**config.mk**
```make
export PLATFORM = sky130hd
export DESIGN_NAME = sipo_multichannel
export DESIGN_NICKNAME = d
export VERILOG_FILES = /design/src/rtl/sipo_pkg.sv /design/src/rtl/sipo_word_fifo.sv /design/src/rtl/sipo_multichannel.sv
export SDC_FILE = /design/constraint.sdc
export NUM_CORES = 1
export LEC_CHECK = 0
export CAP_MARGIN = 10
export CORE_MARGIN = 1.5
export CORE_UTILIZATION = 55
export DETAILED_ROUTE_END_ITERATION = 8
export GPL_ROUTABILITY_DRIVEN = 0
export HOLD_SLACK_MARGIN = 0.1
export PLACE_DENSITY = 0.82
export SLEW_MARGIN = 20
export SYNTH_ARGS = -nofsm -noshare
export SYNTH_HDL_FRONTEND = slang
export SYNTH_SLANG_ARGS = --single-unit
```
**constraint.sdc**
```tcl
create_clock -name Dclk -period 2.8 [get_ports Dclk]
set_input_delay 0.56 -clock Dclk [delete_from_list [all_inputs] [get_ports Dclk]]
set_output_delay 0.56 -clock Dclk [all_outputs]
set_load 0.03 [all_outputs]
```
**src/rtl/sipo_pkg.sv**
```systemverilog
// Shared types and helpers for the multichannel serial-in/parallel-out front end.
package sipo_pkg;

  typedef enum logic {
    IDLE  = 1'b0,
    SHIFT = 1'b1
  } state_e;

  localparam int unsigned W_MAX = 32;
  localparam int unsigned N_MAX = 8;

  function automatic int unsigned clog2(input int unsigned value);
    int unsigned result;
    result = 0;
    for (int unsigned v = 1; v < value; v = v * 2) begin
      result = result + 1;
    end
    return result;
  endfunction

endpackage

```
**src/rtl/sipo_word_fifo.sv**
```systemverilog
// Synchronous word FIFO; head entry is presented combinationally from storage.
module sipo_word_fifo
  import sipo_pkg::*;
#(
  parameter int unsigned WIDTH = 32,
  parameter int unsigned DEPTH = 4
) (
  input  logic             Dclk,
  input  logic             clear,
  input  logic             push,
  input  logic [WIDTH-1:0] push_data,
  input  logic             pop,
  output logic [WIDTH-1:0] head_data,
  output logic             empty,
  output logic             full
);

  localparam int unsigned AW = clog2(DEPTH);

  logic [DEPTH-1:0][WIDTH-1:0] mem_q, mem_d;
  logic [AW-1:0]               wr_ptr_q, wr_ptr_d;
  logic [AW-1:0]               rd_ptr_q, rd_ptr_d;
  logic [AW:0]                 count_q, count_d;
  logic                        do_push, do_pop;

  assign empty     = (count_q == '0);
  assign full      = (count_q == (AW+1)'(DEPTH));
  assign head_data = mem_q[rd_ptr_q];

  // A push while full is only legal when the head leaves in the same cycle;
  // the write then lands on the slot being vacated.
  assign do_pop  = pop && !empty;
  assign do_push = push && (!full || do_pop);

  always_comb begin
    mem_d    = mem_q;
    wr_ptr_d = wr_ptr_q;
    rd_ptr_d = rd_ptr_q;
    count_d  = count_q;
    if (do_push) begin
      mem_d[wr_ptr_q] = push_data;
      wr_ptr_d        = wr_ptr_q + AW'(1);
    end
    if (do_pop) begin
      rd_ptr_d = rd_ptr_q + AW'(1);
    end
    case ({do_push, do_pop})
      2'b10:   count_d = count_q + (AW+1)'(1);
      2'b01:   count_d = count_q - (AW+1)'(1);
      default: count_d = count_q;
    endcase
  end

  always_ff @(posedge Dclk) begin
    if (clear) begin
      mem_q    <= '0;
      wr_ptr_q <= '0;
      rd_ptr_q <= '0;
      count_q  <= '0;
    end else begin
      mem_q    <= mem_d;
      wr_ptr_q <= wr_ptr_d;
      rd_ptr_q <= rd_ptr_d;
      count_q  <= count_d;
    end
  end

endmodule

```
**src/rtl/sipo_multichannel.sv**
```systemverilog
// N-channel serial deserialiser framed by a Frame pulse, feeding a valid/ready
// output FIFO with sticky overrun and mid-word frame error reporting.
module sipo_multichannel
  import sipo_pkg::*;
#(
  parameter int unsigned W         = 16,
  parameter int unsigned N         = 2,
  parameter int unsigned DEPTH     = 4,
  parameter bit          MSB_FIRST = 1'b1
) (
  input  logic           Dclk,
  input  logic           clear,
  input  logic           Frame,
  input  logic [N-1:0]   sdata,
  output logic [N*W-1:0] out_data,
  output logic           out_valid,
  input  logic           out_ready,
  output logic           overrun,
  output logic           frame_err
);

  localparam int unsigned CW = clog2(W);

  state_e               state_q, state_d;
  logic [CW-1:0]        count_q, count_d;
  logic [N-1:0][W-1:0]  shreg_q, shreg_d;
  logic                 frame_err_q, frame_err_d;
  logic                 overrun_q, overrun_d;
  logic                 capture, word_done;
  logic                 fifo_push, fifo_pop, fifo_empty, fifo_full;
  logic [N*W-1:0]       push_word;

  always_comb begin
    state_d     = state_q;
    count_d     = count_q;
    frame_err_d = 1'b0;
    word_done   = 1'b0;
    capture     = 1'b0;
    if (state_q == IDLE) begin
      if (Frame) begin
        state_d = SHIFT;
        count_d = CW'(1);
        capture = 1'b1;
      end
    end else begin
      capture = 1'b1;
      if (Frame) begin
        frame_err_d = 1'b1;
        count_d     = CW'(1);
      end else if (count_q == CW'(W-1)) begin
        word_done = 1'b1;
        state_d   = IDLE;
        count_d   = '0;
      end else begin
        count_d = count_q + CW'(1);
      end
    end
  end

  // After W shifts every stale bit has left the register, so a restarted word
  // needs no explicit clear of the partial contents.
  always_comb begin
    shreg_d = shreg_q;
    if (capture) begin
      for (int unsigned c = 0; c < N; c++) begin
        if (MSB_FIRST) shreg_d[c] = {shreg_q[c][W-2:0], sdata[c]};
        else           shreg_d[c] = {sdata[c], shreg_q[c][W-1:1]};
      end
    end
  end

  assign push_word = shreg_d;
  assign fifo_pop  = out_ready && !fifo_empty;
  assign fifo_push = word_done && (!fifo_full || fifo_pop);
  assign overrun_d = overrun_q || (word_done && fifo_full && !fifo_pop);

  always_ff @(posedge Dclk) begin
    if (clear) begin
      state_q     <= IDLE;
      count_q     <= '0;
      shreg_q     <= '0;
      frame_err_q <= 1'b0;
      overrun_q   <= 1'b0;
    end else begin
      state_q     <= state_d;
      count_q     <= count_d;
      shreg_q     <= shreg_d;
      frame_err_q <= frame_err_d;
      overrun_q   <= overrun_d;
    end
  end

  sipo_word_fifo #(
    .WIDTH (N*W),
    .DEPTH (DEPTH)
  ) u_fifo (
    .Dclk      (Dclk),
    .clear     (clear),
    .push      (fifo_push),
    .push_data (push_word),
    .pop       (fifo_pop),
    .head_data (out_data),
    .empty     (fifo_empty),
    .full      (fifo_full)
  );

  assign out_valid = !fifo_empty;
  assign overrun   = overrun_q;
  assign frame_err = frame_err_q;

endmodule

```
* Word-level counts from Yosys, hierarchy flattened *
Index checks and enable logic that the tools add are counted.

word-level totals
  latch bits = 0
  output and inout port bits = 35
  ROM bits = 0
  register bits after elaboration = 174
  memories = 0
  input port bits = 6
  logic and storage cells = 62
  RAM bits = 0

operators by class
  multiply operators = 0
  order comparisons = 3
  divide/modulo/power cells = 0
  add/subtract/negate cells = 5
  reductions and logical operators = 17
  shifts and indexed selects = 0
  muxes and demuxes = 19
  equal/unequal tests = 4
  bitwise operators = 1

operator list
  operator                                             number
  bitwise mux 128 bit                                  1
  two-way mux 32 bit                                   3
  binary-select mux 32 bit (select 2 bit)              1
  demux 32 bit (select 2 bit)                          1
  two-way mux 4 bit                                    4
  two-way mux 1 bit                                    8
  logical AND 1 bit                                    7
  < comparator 2 x 3 -> 1 bit, second input constant   2
  one-hot mux 3 bit (2 select lines)                   1
  adder 2 x 1 -> 2 bit, second input constant          2
  adder 4 x 1 -> 4 bit, second input constant          1
  == test 4 bit, second input constant                 1
  nonzero test 2 bit                                   2
  adder 3 x 1 -> 3 bit, second input constant          1
  == test 3 bit, second input constant                 1
  zero test 1 bit                                      3
  zero test 3 bit                                      1
  logical OR 1 bit                                     3
  subtractor 3 x 1 -> 3 bit, second input constant     1
  == test 2 x 1 -> 1 bit, second input constant        1
  == test 2 bit, second input constant                 1
  >= comparator 2 x 1 -> 1 bit, second input constant  1
  OR reduction 2 bit                                   1
  NOT 1 bit                                            1

* Logic depth before layout (Yosys ltp) *
Gate-level depths: netlist of the first run.

  depth in word-level cells = 8
  depth in mapped cells = 11
  gate-level depth less buffers = 10

* Hierarchy *
A second synthesis of the first run with hierarchy kept.

unflattened totals
  cells, all modules = 692
  area total of the unflattened synthesis = 8046.5 sq um

modules (own cells, without submodules)
  module             seq. area each (sq um)  instances  cells an instance  area each (sq um)
  sipo_word_fifo     2702.6                  1          552                6299.8
  sipo_multichannel  780.7                   1          140                1746.7

* Worst setup path after synthesis of the first run *
No wires, ideal clock.

  path type = input -> register
  start = input port out_ready
  end = register u_fifo.count_q[2]
  cell stages on the path = 10
  slack = 0.176 ns
  setup time = 0.071 ns
  path buffers = 1
  required time = 2.729 ns
  data arrival time = 2.554 ns
  cells stage by stage = or4b_4 -> buf_6 -> and3_4 -> inv_1 -> ha_1 -> inv_1 -> fa_1 -> xor2_1 -> or3_1 -> a21oi_1

on the way
  word-level cells in the longest chain between the ends = 6
  elaborated cells between the ends (all ways) = 10
  those cells by class = eq/ne (2); mux (1); reduce/logical (7)

RTL lines
  element                                                                          RTL line                                       RTL
  start, declared                                                                  sipo_multichannel.sv:17                        input logic out_ready,
  logical AND 1 bit *                                                              sipo_multichannel.sv:73                        assign fifo_pop = out_ready && !fifo_empty;
  logical OR 1 bit / logical AND 1 bit (equally long branches)                     sipo_multichannel.sv:74, sipo_word_fifo.sv:32
  logical AND 1 bit / logical OR 1 bit (equally long branches)                     sipo_multichannel.sv:74, sipo_word_fifo.sv:33
  logical AND 1 bit                                                                sipo_word_fifo.sv:33                           assign do_push = push && (!full || do_pop);
  == test 2 x 1 -> 1 bit / == test 2 bit (equally long branches)                   sipo_word_fifo.sv:47                           case ({do_push, do_pop})
  one-hot mux 3 bit (2 select lines) / nonzero test 2 bit (equally long branches)  -
  end signal, assigned                                                             sipo_word_fifo.sv:64                           count_q <= count_d;
  end, declared                                                                    sipo_word_fifo.sv:23                           logic [AW:0] count_q, count_d;

Mark *: on every way between the ends. The rest lies on a longest branch, timed or not.
A chain may end at the register's enable or synchronous reset.

* Final worst setup path of the first run *
  start = register u_fifo.rd_ptr_q[0]
  end = output port out_data[9]

on the way
  word-level cells in the longest chain between the ends = 2

RTL lines
  element                                   RTL line                 RTL
  start, declared                           sipo_word_fifo.sv:22     logic [AW-1:0] rd_ptr_q, rd_ptr_d;
  start signal, assigned                    sipo_word_fifo.sv:63     rd_ptr_q <= rd_ptr_d;
  binary-select mux 32 bit (select 2 bit)   sipo_word_fifo.sv:28     assign head_data = mem_q[rd_ptr_q];
  two-way mux 32 bit (implied by the code)  sipo_word_fifo.sv:28
  end, declared                             sipo_multichannel.sv:15  output logic [N*W-1:0] out_data,

No other way between the ends. The select of a mux whose other input is x is not followed.

==> impl_metrics.env, run 1 <==
export IMPL_clock_skew_ns=0.00779
export IMPL_r2r_cells=9
export IMPL_dieArea_mm2=0.0152
export IMPL_ant_nets=0
export IMPL_pwr_density_cell_mw_per_mm2=578
export IMPL_relSlewSlack_pct=58.8
export IMPL_antenna_found_initial=0
export IMPL_cp_end_kind="output port"
export IMPL_wl_per_cell_um=16.9
export IMPL_drc_errors=0
export IMPL_setup_viol=0
export IMPL_outcome="complete, no violations"
export IMPL_ys_ff_latch=174
export IMPL_diodes=0
export IMPL_synthesis_area_mm2=0.00796
export IMPL_rows=43
export IMPL_p_total_w=0.00530
export IMPL_post_cts_setup_buffer_count=0
export IMPL_syn_inst=712
export IMPL_die_height_um=123
export IMPL_die_width_um=123
export IMPL_drt_pass1_iterations=4
export IMPL_cts_buffers=17
export IMPL_cts_tree="yes"
export IMPL_vias=5131
export IMPL_ys_flop_type="dfxtp_1"
export IMPL_clock_tree_root_cell="clkbuf_16"
export IMPL_drv_slew=0
export IMPL_start_kind="flip-flop"
export IMPL_p_leak_nw=4.29
export IMPL_final_common_cell="dfxtp_1"
export IMPL_routed_wl_met2_um=7920
export IMPL_dpl_cell_area_mm2=0.00849
export IMPL_period_minus_slack_ns=2.52
export IMPL_cts_hold_buf=0
export IMPL_cp_required_ns=2.24
export IMPL_finalHoldViolations=0
export IMPL_ctsResizeCount=0
export IMPL_syn_mean_instance_area_um2=11.2
export IMPL_clockBufferDepth=2
export IMPL_synth_nets=725
export IMPL_worstMarginPinSlew_ns=0.619
export IMPL_path_clk_slew_ns=0.06
export IMPL_grt_pass1_wl_um=26100
export IMPL_dpl_hpwl_um=9750
export IMPL_fmax_ghz=0.397
export IMPL_track_usage_pct=22.4
export IMPL_path_max_fanout=20
export IMPL_grt_pass1_vias=5247
export IMPL_worst_hold_startpoint="overrun$_SDFF_PP0_"
export IMPL_hold_class="reg2reg"
export IMPL_initial_utilization_pct=56.9
export IMPL_synthToLayoutAreaGrowth_pct=15.1
export IMPL_synthDistinctLibCells=38
export IMPL_timing_final_crit_share_pct=90.0
export IMPL_synth_edf_count=0
export IMPL_ir_worst_vdd_mv=0.458
export IMPL_met3WireLength_um=517
export IMPL_worstSkewPairLatency_ns=0.43
export IMPL_grt_max_degree=73
export IMPL_ys_seq_area_share_pct=43.8
export IMPL_nNetsFinal=749
export IMPL_cts_max_level=4
export IMPL_final_cell_mix="dfxtp_1 (172), mux2i_1 (129), nand2b_1 (128)"
export IMPL_wirelength_um=15700
export IMPL_rsz0062_at_grt="false"
export IMPL_port_buffers=40
export IMPL_hold_depth=2
export IMPL_yosysWarnings=0
export IMPL_pin_count=41
export IMPL_async_flop_share_pct=0
export IMPL_timing_rr_start="u_fifo.count_q[0]$_SDFFE_PP0P_"
export IMPL_clock_sinks=174
export IMPL_top_layer="met4"
export IMPL_core_area_mm2=0.0140
export IMPL_worst_ep_arrival_time_ns=1.96
export IMPL_gr_total_overflow=0
export IMPL_hold_slack_ns=0.454
export IMPL_max_cap_violations=0
export IMPL_drt_iter0_drc=321
export IMPL_wl_met1_um=6980
export IMPL_critPathLaunch="u_fifo.rd_ptr_q[0]$_SDFFE_PP0P_"
export IMPL_finalInstanceArea_mm2=0.00916
export IMPL_crit_type="reg2out"
export IMPL_drive_gt1_share_pct=21.5
export IMPL_viasPerCell=5.52
final timing paths:
check	end	slack, ns
worst min register to register	overrun$_SDFF_PP0_	0.45
worst min-delay path	overrun$_SDFF_PP0_	0.45
worst max-delay path	out_data[9]	0.28
worst max register to register	u_fifo.count_q[2]$_SDFFE_PP0P_	0.41
cells in the mapped netlist (2+ instances only):
library cell	count	area [um^2]
or3b_2	32	280
mux4_2	32	721
nor2_1	11	41.3
a21o_1	32	240
xor2_1	4	35.0
nand2b_1	128	801
a21oi_1	5	25.0
or3_1	2	12.5
buf_8	12	180
nand4_1	2	12.5
nand2_1	2	7.51
nand4_4	4	85.1
dfxtp_1	174	3480
xnor2_1	2	17.5
mux2i_1	129	1290
nor3_1	2	10.0
buf_2	7	35.0
nand3_1	2	10.0
ha_1	6	75.1
o21ai_0	33	165
inv_1	39	146
clkbuf_1	36	135
state kept, by name, summed over array words and instances, names as in the netlist:
name             flops
state_q              1
overrun              1
shreg_q             32
u_fifo.rd_ptr_q      2
frame_err            1
count_q              4
u_fifo.count_q       3
u_fifo.mem_q       128
u_fifo.wr_ptr_q      2
worst max-delay path: stages, from the launching register on:
cell and delay, ns:
dfxtp_2 0.33, buf_4 0.40, mux4_2 0.63, buf_12 0.17
cell type report:
type | count | area, um^2
timing repair buffer | 62 | 666
clock buffer | 21 | 460
sequential | 174 | 3490
multi-input combinational | 441 | 3960
fill | 1050 | 4830
inverter | 40 | 150
tap | 180 | 225
clock inverter | 11 | 211
per-layer routing:
layer / vias to the layer above / global-route usage, %
met2: 66 / 38.9
li1: 2498 / -
met5: - / 0
met4: 0 / 7.97
met1: 2542 / 27.3
met3: 25 / 5.30
logic make-up (layout without fill, tap and decap cells):
kind of cell | after synthesis | count (layout) | synth area share (%)
muxes | 162 | 162 | 25.5
xor gates and xnor gates | 6 | 6 | 0.660
adders and majority gates | 7 | 7 | 1.19
and+or+nand+nor | 191 | 191 | 16.5
buffers and inverters | 97 | 134 | 6.48
DFF | 174 | 174 | 43.8
AOI/OAI and AO/OA | 75 | 75 | 5.94
where the power goes:
group,switching (W),internal [W]
Combinational,0.0000798,0.0000542
Clock,0.000957,0.00172
Sequential,0.00000487,0.00248
metrics by stage:
stage	worst slack, ns	utilization, %	cells	TNS (ns)
floorplan	0.176	-	712	0
global placement	-0.128	60.7	897	-0.128
detailed placement	-0.166	60.7	897	-0.166
CTS	0.257	65.5	929	0
global route	0.183	65.5	929	0
finish	0.279	65.5	929	0
No activity file was read; power rests on OpenSTA's default activity.
==> run 2, diff against run 1 <==
--- a/config.mk
+++ b/config.mk
@@ -10,6 +10,7 @@
 export CORE_UTILIZATION = 55
 export DETAILED_ROUTE_END_ITERATION = 8
 export GPL_ROUTABILITY_DRIVEN = 0
+export GPL_TIMING_DRIVEN = 0
 export HOLD_SLACK_MARGIN = 0.1
 export PLACE_DENSITY = 0.82
 export SLEW_MARGIN = 20
==> impl_metrics.env, run 2 (synthesized netlist as in run 1, its figures left out) <==
export IMPL_die_width_um=123
export IMPL_vias=5400
export IMPL_cts_tree="yes"
export IMPL_stdcell_count=961
export IMPL_worstMarginPinSlew_ns=0.565
export IMPL_dieArea_mm2=0.0152
export IMPL_post_cts_setup_buffer_count=0
export IMPL_critPathLaunch="u_fifo.rd_ptr_q[0]$_SDFFE_PP0P_"
export IMPL_cp_required_ns=2.24
export IMPL_track_usage_pct=25.3
export IMPL_hold_class="reg2reg"
export IMPL_r2r_cells=10
export IMPL_viasPerCell=5.62
export IMPL_initial_utilization_pct=56.9
export IMPL_r2r_setup_slack_ns=0.15
export IMPL_drive_gt1_share_pct=16.9
export IMPL_finalInstanceArea_mm2=0.00921
export IMPL_core_area_mm2=0.0140
export IMPL_regToRegEndpoint="u_fifo.count_q[2]$_SDFFE_PP0P_"
export IMPL_die_height_um=123
export IMPL_critPathCapture="out_data[7]"
export IMPL_drc_errors=0
export IMPL_wirelength_um=18000
export IMPL_timing_final_crit_share_pct=95.5
export IMPL_cts_buffers=17
export IMPL_pin_count=41
export IMPL_top_regs="u_fifo.mem_q (128), shreg_q (32), count_q (4)"
export IMPL_dpl_cell_area_mm2=0.00857
export IMPL_period_minus_slack_ns=2.67
export IMPL_ant_nets=0
export IMPL_clock_sinks=174
export IMPL_wl_per_cell_um=18.7
export IMPL_relSlewSlack_pct=62.3
export IMPL_nNetsFinal=781
export IMPL_drv_slew=0
export IMPL_worst_hold_startpoint="overrun$_SDFF_PP0_"
export IMPL_clock_tree_root_cell="clkbuf_16"
export IMPL_drt_pass1_iterations=4
export IMPL_drt_iter0_drc=257
export IMPL_grt_pass1_vias=5673
export IMPL_final_cell_mix="dfxtp_1 (172), mux2i_1 (129), nand2b_1 (128)"
export IMPL_start_kind="flip-flop"
export IMPL_dpl_hpwl_um=12200
export IMPL_cts_max_level=4
export IMPL_p_leak_nw=4.35
export IMPL_nFillCells=1068
export IMPL_ir_worst_vdd_mv=0.477
export IMPL_gr_total_overflow=0
export IMPL_path_max_fanout=10
export IMPL_worst_ep_arrival_time_ns=2.11
export IMPL_pwr_density_cell_mw_per_mm2=562
export IMPL_rsz0062_at_grt="false"
export IMPL_finalHoldViolations=0
export IMPL_synthToLayoutAreaGrowth_pct=15.7
export IMPL_timing_rr_start="u_fifo.count_q[0]$_SDFFE_PP0P_"
export IMPL_crit_type="reg2out"
export IMPL_grt_max_degree=17
export IMPL_largest_register_ffs=128
export IMPL_diodes=0
export IMPL_port_buffers=38
export IMPL_outcome="complete, no violations"
export IMPL_worstSkewPairLatency_ns=0.43
export IMPL_path_clk_slew_ns=0.07
export IMPL_antenna_found_initial=0
export IMPL_setup_viol=0
export IMPL_clockBufferDepth=2
export IMPL_max_cap_violations=0
export IMPL_dp_cells=930
export IMPL_regMostFlops="u_fifo.mem_q"
export IMPL_cp_end_kind="output port"
export IMPL_rows=43
export IMPL_clock_skew_ns=0.00756
export IMPL_fmax_ghz=0.374
export IMPL_final_common_cell="dfxtp_1"
export IMPL_grt_pass1_wl_um=29100
-- run 2: cell count changes in the layout (fill, tap and decap cells not counted), sizes merged, moves of 2 or more --
cell           change
dlygate4sd2       +29
clkbuf            +31
buf               -35
bufinv             -2
clkdlybuf4s50      +3
inv                +4
-- run 2: metal layers --
layer / global-route usage, % / vias to the layer above / part of all wire, %
li1: - / 2573 / -
met1: 30.8 / 2697 / 44
met2: 44.6 / 104 / 50
met3: 5.35 / 26 / 3.8
met4: 8.26 / 0 / 2.2
met5: 0 / - / 0
-- run 2: worst max-delay path: stages (launching register included) --
cell           delay [ns]
dfxtp_1              0.32
buf_4                0.20
buf_6                0.22
mux4_2               0.56
dlygate4sd2_1        0.38
-- run 2: power by group --
| group | internal [W] | switching (W) | total, W |
|---|---|---|---|
| registers | 0.00248 | 0.00000448 | 0.00249 |
| clock network | 0.00151 | 0.00102 | 0.00253 |
| logic | 0.0000543 | 0.0000987 | 0.000153 |
| total | 0.00404 | 0.00113 | 0.00517 |
-- run 2: layout make-up --
type                            count  area, um^2  area share, %
Tap cell                          180         225           2.45
Buffer                             56         398           4.32
Multi-Input combinational cell    441        3970           43.1
Clock buffer                       17         425           4.62
Timing Repair Buffer               38         344           3.74
Inverter                           40         150           1.63
Sequential cell                   174        3490           37.9
Clock inverter                     15         210           2.28
-- run 2: what timing repair did --
item | 4_1_cts | 5_1_grt
setup endpoints to repair | 30 | 1
hold buffers | 0 | 0
gates resized for setup | 46 | 1
-- run 2: stage by stage --
step	hold slack [ns]	total power [W]	TNS [ns]	utilization, %	worst slack [ns]
after floorplan	0.449	0.00264	0	-	0.176
after global placement	0.432	0.00269	-1.17	61.2	-0.349
after detailed placement	0.445	0.00269	-1.98	61.2	-0.448
after CTS	0.455	0.00519	0	65.8	0.0917
after global routing	0.482	0.00532	0	65.8	0.0265
final	0.448	0.00517	0	65.8	0.127
-- run 2: worst min path at each step --
stage | cells after the start | end
CTS | 2 | overrun$_SDFF_PP0_
global route | 2 | overrun$_SDFF_PP0_
detailed placement | 2 | overrun$_SDFF_PP0_
floorplan | 2 | u_fifo.mem_q[95]$_SDFFE_PP0P_
global placement | 2 | overrun$_SDFF_PP0_
finish | 2 | overrun$_SDFF_PP0_
==> variant: new RTL, config.mk and constraints of run 1 <==
`W`: 16 -> 18.
--- a/src/rtl/sipo_multichannel.sv
+++ b/src/rtl/sipo_multichannel.sv
@@ -3,7 +3,7 @@
 module sipo_multichannel
   import sipo_pkg::*;
 #(
-  parameter int unsigned W         = 16,
+  parameter int unsigned W         = 18,
   parameter int unsigned N         = 2,
   parameter int unsigned DEPTH     = 4,
   parameter bit          MSB_FIRST = 1'b1
Ports: changed (resized out_data); port bits go from 41 to 45. No check against the original RTL was run, so the function may have changed too.
==> variant against run 1 <==
- fmax decreased by 7.5%
- largest cell class unchanged
- sequential cell count increased by 21
- total power decreased by 0.24%
- first-iteration DRC count increased by 9.3%
- clock skew increased by 3.7 ps
- worst setup slack got worse by 210 ps
- sequential share of layout area increased by 0.74 points
- wire length increased by 6.3%
- final cell count increased by 13%
- die area increased by 12%
- area after synthesis increased by 13%
- design area increased by 10%
==> variant: results (changes against run 1) <==
outcome:
  outcome: "finished clean"
route:
  drt_wl_total_mm: 16.7  # +6.3%
  drt_iter0_markers: 351  # +9.3%
  vias: 5626  # +9.6%
global_routing:
  grt_max_degree: 92  # +26%
  grt_pass1_wl_mm: 27.6  # +5.7%
  grt_usage_pct: 20.8  # -1.7 points
critical_path:
  crit_arrival_ps: 2170  # +210 ps
  crit_path_max_fanout: 23  # +15%
power_and_ir_drop:
  p_leak_nw: 5.10  # +19%
  vdd_ir_drop_max_uv: 425  # -7.2%
clocking:
  cts_buffer_depth: 2  # unchanged
  clk_latency_ps: 430  # about the same
  postCtsSetupRepairBufs: 0  # unchanged
  clockRootBuffer: "clkbuf_16"
cells_and_area:
  diodes: 0  # unchanged
  fin_nets: 833  # +11%
  layout-drive-gt1-share_pct: 12.5  # -9.0 points
  reg_top3: "u_fifo.mem_q (144), shreg_q (36), count_q (5)"
yosys:
  synth_seq_area_share_pct: 43.6  # -0.19 points
  yosys-top-cells-count: "dfxtp_1 (195), nand2b_1 (145), mux2i_1 (144)"
  synth_cell_type_count: 40  # +5.3%
  synth_fp_nets: 814  # +12%
  netlist_top_cells_area: "dfxtp_1 (44%), mux2i_1 (16%), nand2b_1 (10%), mux4_2 (9.0%), a21o_1 (3.0%)"
placement:
  dpl.hpwl_mm: 9.55  # -2.0%
  io_buffers: 44  # +10%
sta:
  worst_clock_skew_ps: 11.5  # +3.72 ps
  max_slew_margin_pct: 49.4  # -9.4 points
[variant: cell types whose count changed after synthesis, sizes merged, moves of 3 or more]
cell / delta
nand3b: +3
o21ai: +4
dfxtp: +21
buf: +6
mux2i: +15
mux4: +4
inv: +6
or3b: +4
nand2b: +17
a21o: +4
[variant: where the power goes]
part	switching [mW]	total [mW]	internal (mW)
clock	1.06	2.36	1.30
combinational	0.0856	0.143	0.0570
sequential	0.00442	2.78	2.78
[variant: logic make-up after synthesis]
logic type                 count (synthesis)  share of synthesized area, %
buffers and inverters                    109                          7.26
DFF                                      195                          43.6
adders and majority gates                  8                          1.20
muxes                                    181                          25.3
AOI/OAI and AO/OA                         87                          6.10
and+or+nand+nor                          215                          16.1
xor gates and xnor gates                   5                         0.489
[variant: worst paths after layout]
path,startpoint,end,cells past startpoint,slack (ps)
worst max-delay path,u_fifo.rd_ptr_q[0],out_data[23],3,70
worst min-delay path,overrun,overrun,2,450
worst max register to register,u_fifo.count_q[0],u_fifo.count_q[2],9,410
worst min register to register,overrun,overrun,2,450
[variant: layout make-up]
type	instances	area [sq um]
multi-input cells	496	4410
flip-flops and latches	195	3910
fillers	1285	5810
clock buffers	21	470
clock inverters	11	103
inverters	45	169
well taps	216	270
repair buffers	64	747
[variant: critical path: stages (launching register included)]
cell	delay (ps)
dfxtp_2	360
buf_12	230
mux4_2	520
clkdlybuf4s50_1	600
[variant: timing repair]
action / 4_1_cts / 5_1_grt
pin swaps: 0 / 0
gates resized for setup: 5 / 26
endpoints found under the setup margin: 13 / 26
[variant: metrics by stage]
step           utilization, %  area, sq um  worst slack (ps)  std cells
4_1_cts                  63.0        10000             0.853       1048
6_report                 63.4        10100              73.9       1048
5_1_grt                  63.4        10100              5.02       1048
2_1_floorplan               -         8960               189        800
3_5_place_dp             59.4         9440              -167       1016
3_3_place_gp             59.4         9440              -114       1016
[variant: metal layers]
layer | routed length (um) | track usage (%) | up-vias | part of all wire [%]
li1 | - | - | 2799 | -
met1 | 7800 | 26.6 | 2734 | 47
met2 | 8170 | 35.2 | 73 | 49
met3 | 473 | 4.85 | 20 | 2.8
met4 | 219 | 5.88 | 0 | 1.3
met5 | 0 | 0 | - | 0
